**src/rtl/far_path_seq.sv**
```systemverilog
// Far-path mantissa unit: swaps operands by exponent, aligns the small mantissa one bit
// per cycle with guard/round/sticky, adds or subtracts, then applies one-bit normalization.
module far_path_seq #(
  parameter int unsigned SIZE_MANTISSA = 24,
  parameter int unsigned SIZE_EXPONENT = 8,
  parameter int unsigned SIZE_COUNTER  = 5
) (
  input  logic                     clk,
  input  logic                     rst_n,
  input  logic                     in_valid,
  output logic                     in_ready,
  input  logic                     eff_op,
  input  logic [SIZE_MANTISSA-1:0] m_a_number,
  input  logic [SIZE_MANTISSA-1:0] m_b_number,
  input  logic [SIZE_EXPONENT-1:0] e_a_number,
  input  logic [SIZE_EXPONENT-1:0] e_b_number,
  output logic                     out_valid,
  input  logic                     out_ready,
  output logic [SIZE_MANTISSA-1:0] resulted_m_o,
  output logic [2:0]               grs_o,
  output logic [SIZE_EXPONENT-1:0] resulted_e_o,
  output logic                     swap_o
);

  localparam int unsigned ShW  = SIZE_MANTISSA + 2;
  localparam int unsigned SumW = SIZE_MANTISSA + 4;

  typedef enum logic [2:0] {StIdle, StAlign, StAdd, StNorm, StDone} state_e;

  state_e                   state_q, state_d;
  logic [SIZE_MANTISSA-1:0] m_big_q, m_big_d;
  logic [SIZE_EXPONENT-1:0] e_big_q, e_big_d;
  logic [ShW-1:0]           small_q, small_d;
  logic                     sticky_q, sticky_d;
  logic                     op_q, op_d;
  logic                     swap_q, swap_d;
  logic [SIZE_COUNTER-1:0]  cnt_q, cnt_d;
  logic [SumW-1:0]          sum_q, sum_d;
  logic [SIZE_MANTISSA-1:0] res_m_q, res_m_d;
  logic [2:0]               grs_q, grs_d;
  logic [SIZE_EXPONENT-1:0] res_e_q, res_e_d;
  logic                     swap_out_q, swap_out_d;

  logic                     a_big;
  logic [SIZE_EXPONENT-1:0] diff;
  logic [SumW-1:0]          big_ext, small_ext;

  assign a_big     = (e_a_number >= e_b_number);
  assign diff      = a_big ? (e_a_number - e_b_number) : (e_b_number - e_a_number);
  assign big_ext   = {1'b0, m_big_q, 3'b000};
  assign small_ext = {1'b0, small_q, sticky_q};

  always_comb begin
    state_d    = state_q;
    m_big_d    = m_big_q;
    e_big_d    = e_big_q;
    small_d    = small_q;
    sticky_d   = sticky_q;
    op_d       = op_q;
    swap_d     = swap_q;
    cnt_d      = cnt_q;
    sum_d      = sum_q;
    res_m_d    = res_m_q;
    grs_d      = grs_q;
    res_e_d    = res_e_q;
    swap_out_d = swap_out_q;
    in_ready   = 1'b0;
    out_valid  = 1'b0;

    unique case (state_q)
      StIdle: begin
        in_ready = 1'b1;
        if (in_valid) begin
          m_big_d  = a_big ? m_a_number : m_b_number;
          e_big_d  = a_big ? e_a_number : e_b_number;
          small_d  = {(a_big ? m_b_number : m_a_number), 2'b00};
          sticky_d = 1'b0;
          op_d     = eff_op;
          swap_d   = ~a_big;
          // Beyond ShW shifts the small operand lives only in sticky.
          if (32'(diff) >= ShW) cnt_d = SIZE_COUNTER'(ShW);
          else                  cnt_d = SIZE_COUNTER'(diff);
          state_d  = StAlign;
        end
      end
      StAlign: begin
        if (cnt_q == '0) begin
          state_d = StAdd;
        end else begin
          small_d  = small_q >> 1;
          sticky_d = sticky_q | small_q[0];
          cnt_d    = cnt_q - SIZE_COUNTER'(1);
        end
      end
      StAdd: begin
        sum_d   = op_q ? (big_ext - small_ext) : (big_ext + small_ext);
        state_d = StNorm;
      end
      StNorm: begin
        if (sum_q[SumW-1]) begin
          res_m_d = sum_q[SumW-1 -: SIZE_MANTISSA];
          grs_d   = {sum_q[3], sum_q[2], sum_q[1] | sum_q[0]};
          res_e_d = e_big_q + SIZE_EXPONENT'(1);
        end else if (!sum_q[SumW-2]) begin
          res_m_d = sum_q[SumW-3 -: SIZE_MANTISSA];
          grs_d   = {sum_q[1], sum_q[0], sum_q[0]};
          res_e_d = e_big_q - SIZE_EXPONENT'(1);
        end else begin
          res_m_d = sum_q[SumW-2 -: SIZE_MANTISSA];
          grs_d   = sum_q[2:0];
          res_e_d = e_big_q;
        end
        swap_out_d = swap_q;
        state_d    = StDone;
      end
      StDone: begin
        out_valid = 1'b1;
        if (out_ready) state_d = StIdle;
      end
      default: state_d = StIdle;
    endcase
  end

  always_ff @(posedge clk or negedge rst_n) begin
    if (!rst_n) begin
      state_q    <= StIdle;
      m_big_q    <= '0;
      e_big_q    <= '0;
      small_q    <= '0;
      sticky_q   <= 1'b0;
      op_q       <= 1'b0;
      swap_q     <= 1'b0;
      cnt_q      <= '0;
      sum_q      <= '0;
      res_m_q    <= '0;
      grs_q      <= '0;
      res_e_q    <= '0;
      swap_out_q <= 1'b0;
    end else begin
      state_q    <= state_d;
      m_big_q    <= m_big_d;
      e_big_q    <= e_big_d;
      small_q    <= small_d;
      sticky_q   <= sticky_d;
      op_q       <= op_d;
      swap_q     <= swap_d;
      cnt_q      <= cnt_d;
      sum_q      <= sum_d;
      res_m_q    <= res_m_d;
      grs_q      <= grs_d;
      res_e_q    <= res_e_d;
      swap_out_q <= swap_out_d;
    end
  end

  assign resulted_m_o = res_m_q;
  assign grs_o        = grs_q;
  assign resulted_e_o = res_e_q;
  assign swap_o       = swap_out_q;

endmodule

```
**config.mk**
```make
export PLATFORM = sky130hd
export DESIGN_NAME = far_path_seq
export DESIGN_NICKNAME = d
export VERILOG_FILES = /design/src/rtl/far_path_seq.sv
export SDC_FILE = /design/constraint.sdc
export NUM_CORES = 1
export LEC_CHECK = 0
export ABC_AREA = 1
export CAP_MARGIN = 10
export CORE_ASPECT_RATIO = 0.9
export CORE_MARGIN = 3
export CORE_UTILIZATION = 45
export CTS_CLUSTER_DIAMETER = 80
export CTS_CLUSTER_SIZE = 16
export DETAILED_ROUTE_END_ITERATION = 8
export GPL_TIMING_DRIVEN = 0
export HOLD_SLACK_MARGIN = 0.02
export PLACE_DENSITY = 0.8
export SLEW_MARGIN = 20
export SYNTH_ARGS = -nofsm -noshare
export SYNTH_HDL_FRONTEND = slang
export SYNTH_SLANG_ARGS = --single-unit
export TNS_END_PERCENT = 50
```
**constraint.sdc**
```tcl
create_clock -name clk -period 1.9 [get_ports clk]
set_input_delay 0.38 -clock clk [delete_from_list [all_inputs] [get_ports clk]]
set_output_delay 0.38 -clock clk [all_outputs]
set_load 0.005 [all_outputs]
```
==> flow_metrics.env <==
export IMPL_violations="negative setup slack"
export IMPL_routed_wirelength_um=39890
export IMPL_p_int_mw=15.55
export IMPL_cts_root_buf="clkbuf_16"
export IMPL_drive_above_1_share_pct=27.44
export IMPL_crit_path_end_kind="register"
export IMPL_synth_avg_cell_area_sq_um=6.624
export IMPL_reg2reg_depth=13
export IMPL_wl_per_cell_um=18.55
export IMPL_pwr_share_clk_pct=9.9
export IMPL_fin_crit_ns=2.114
export IMPL_drtIter0Drc=1404
export IMPL_report_power_total_mw=33.18
export IMPL_portBuffers=106
export IMPL_cts_tree="yes"
export IMPL_syn_cell_area_sq_um=10770
export IMPL_finalClockSkew_ns=0.02186
export IMPL_cp_start_kind="register"
export IMPL_finalSetupViolations=20
export IMPL_firstDrtPassIters=6
export IMPL_layout_cells_non_filler=2150
export IMPL_layout_setup_ws_ns=-0.2138
export IMPL_initial_utilization_pct=45.88
export IMPL_routabilityCongestion=0.9561
export IMPL_status="complete, but fails checks"
export IMPL_grt_ovfl_total=0
export IMPL_fin_crit_sh_pct=111.3
export IMPL_drc_errors=0
export IMPL_fin_tns_setup_ns=-2.608
export IMPL_rr_startpoint="m_big_q[14]"
export IMPL_switching_share_pct=53.12
export IMPL_insertion_delay_ns=0.44
export IMPL_post_place_cells=2035
export IMPL_p_comb_share_pct=73.7
export IMPL_worst_r2r_setup_slack_ns=-0.21
export IMPL_slew_violations=0
export IMPL_hold_start="e_a_number[2]"
export IMPL_min_path_type="primary input to register"
export IMPL_h_tree_depth=4
export IMPL_grt_util_all_layers_pct=28.20
export IMPL_synthCells=1626
export IMPL_worstPathRequired_ns=2.21
export IMPL_criticalPathCategory="register to register"
export IMPL_ios=107
export IMPL_arrival_ns=2.43
export IMPL_place_ws_ns=-1.407
export IMPL_grt_setup_unrepaired="true"
export IMPL_cts_buffers=17
export IMPL_p_sw_mw=17.62
export IMPL_synthSimpleGateAreaFrac_pct=26.20
export IMPL_ir_worst_vdd_uv=1290
export IMPL_hold_violations=0
export IMPL_ys_types=44
export IMPL_timing_rr_end="sum_q[24]"
export IMPL_antenna_cells=0
export IMPL_synthXorXnorAreaFrac_pct=2.114
export IMPL_drv_cap=0
export IMPL_avgViaCountPerCell=5.608
export IMPL_clk_path_buf_depth=2
export IMPL_synth_top_family_by_area="simple AND/OR/NAND/NOR gates"
export IMPL_antenna_found_initial=0
export IMPL_vias=12060
export IMPL_grt_pass1_wl_um=57880
export IMPL_post_dp_cell_area_sq_um=12310
export IMPL_nNetsFinal=1975
export IMPL_min_path_cells=3
export IMPL_coreArea_sq_um=23480
export IMPL_fmax_mhz=473.1
export IMPL_worstHoldEndpoint="e_big_q[2]"
export IMPL_syn_nets=1766
export IMPL_die_y_um=152.8
export IMPL_synth_seq_cells=133
export IMPL_fp_dieW_um=169.1
export IMPL_rows=53
export IMPL_synthAdderAreaFrac_pct=8.457
export IMPL_muxShareOfSynthArea_pct=0.09294
export IMPL_stdcell_area_sq_um=15280
export IMPL_dp_final_hpwl_um=27810
export IMPL_ys_seq_area_share_pct=30.90
export IMPL_numClockSinks=133
export IMPL_dieArea_sq_um=25830
export IMPL_synth_compound_area_share_pct=20.45
export IMPL_powerDensity_nw_per_um2=2171
export IMPL_power_frac_seq_pct=16.5
export IMPL_syn2layout_area_growth_pct=41.86
export IMPL_power_leakage_nw=7.358
export IMPL_tightestPinTransition_ns=0.6833
export IMPL_clk_pin_slew_ns=0.07
export IMPL_worstPathMaxFanout=8
export IMPL_yosysWarnings=0
export IMPL_grt_max_degree=101
export IMPL_final_antenna_net_count=0
export IMPL_timing_slew_headroom_pct=54.45
export IMPL_grt_pass1_vias=10910
==> layer usage <==
layer	wire, um	GRT usage [%]	part of all wire [%]
met2	17900	43.22	45
met1	17560	41.04	44
met5	0	0	0
met3	3112	4.877	7.8
met4	1319	7.983	3.3
==> cells by family after synthesis <==
logic type | count (synthesis)
DFF | 133
adders and majority gates | 71
buffers and inverters | 314
xor gates and xnor gates | 26
and+or+nand+nor | 685
muxes | 1
AOI/OAI and AO/OA | 396
==> placed cells by master (no fill, tap or decap), drive strengths merged, types with 3 or more instances in the layout <==
cell type,n
o21ai,187
nor3,18
or2,4
buf,124
a21oi,118
fa,3
a22oi,24
nor2,110
dfrtp,133
clkdlybuf4s15,3
clkbuf,62
clkdlybuf4s50,87
nand2,456
o211ai,9
clkinv,5
ha,68
xnor2,3
inv,247
o21bai,26
nand4,23
clkinvlp,5
xor2,23
nand3b,3
nand3,72
o22ai,26
==> worst max-delay path: stages, from the launching register on <==
cell	delay [ns]
dfrtp_1	0.46
ha_4	0.32
buf_8	0.16
o21ai_0	0.15
nand2_1	0.12
nand2_1	0.09
a21oi_1	0.19
nand3_1	0.10
nand2_1	0.06
nand2_1	0.09
nand2_1	0.09
nand2_1	0.06
nand2_1	0.05
nand2_1	0.04
==> cell type report <==
| type | count | area, sq um |
|---|---|---|
| repair buffers | 193 | 1803 |
| clock inverters | 15 | 137.6 |
| well taps | 302 | 377.9 |
| clock buffers | 17 | 425.4 |
| fillers | 1981 | 8197 |
| inverters | 242 | 945.9 |
| flip-flops and latches | 133 | 3334 |
| multi-input cells | 1180 | 7696 |
| plain buffers | 68 | 558.0 |
==> synthesized netlist by cell type (all sizes together) <==
cell     count  share of area, %
fa           3              0.56
o32ai        1             0.081
nor3        18              0.93
o21bai      26               1.8
clkbuf      42               1.5
dfrtp      133                31
a21oi      118               5.7
o21ai      187               8.7
a31oi        1             0.058
mux2i        1             0.093
a2111oi      1             0.081
o311ai       1             0.081
a21o         1             0.070
xor2        23               1.9
ha          68               7.9
xnor2        3              0.24
nand3b       3              0.21
nor2       110               4.0
o22ai       26               1.5
o211ai       9              0.63
or2          4              0.23
o31ai        1             0.070
nand3       71               3.5
nand4       23               1.3
buf         30               1.8
nand2      456                16
clkinv       2             0.070
inv        240               8.4
a22oi       24               1.7
==> how the worst max path moves through the flow <==
stage                        from          to  slack, ns  depth (start not counted)
floorplan           e_a_number[0]    cnt_q[1]      -0.08                         15
global placement            rst_n    cnt_q[1]      -4.66                          1
detailed placement  e_a_number[0]  e_big_q[0]      -1.41                         12
CTS                   m_big_q[13]   sum_q[25]      -0.22                         15
global route          small_q[16]   sum_q[24]      -0.32                         14
finish                m_big_q[14]   sum_q[24]      -0.21                         13
==> sequential cells by signal (all words and copies together) (netlist names) <==
name,flops
resulted_e_o,8
swap_q,1
swap_o,1
state_q,3
resulted_m_o,24
sticky_q,1
e_big_q,8
cnt_q,5
m_big_q,24
sum_q,28
small_q,26
grs_o,3
op_q,1
==> through the flow <==
stage	utilization, %	hold WS [ns]
floorplan	-	0.08441
global placement	52.31	0.4583
detailed placement	52.45	0.2535
CTS	58.85	0.3039
global route	65.08	0.2861
finish	65.08	0.2638
==> power by group through the flow <==
stage               sequential (mW)  clock [mW]  combinational, mW
global route                   5.61        3.41               26.3
floorplan                      5.03           0               11.4
detailed placement             5.26           0               16.5
CTS                            5.29        3.28               18.5
global placement               5.21           0               16.3
finish                         5.47        3.27               24.4
==> what timing repair did <==
| item | CTS | global route |
|---|---|---|
| gates resized for setup | 219 | 372 |
| pin swaps | 28 | 111 |
| hold buffers | 1 | 0 |
| buffers inserted | 31 | 51 |
| gates cloned | 3 | 2 |
| setup endpoints to repair | 96 | 115 |
| hold endpoints to repair | 33 | 0 |
Power figures use the tool's default switching activity.
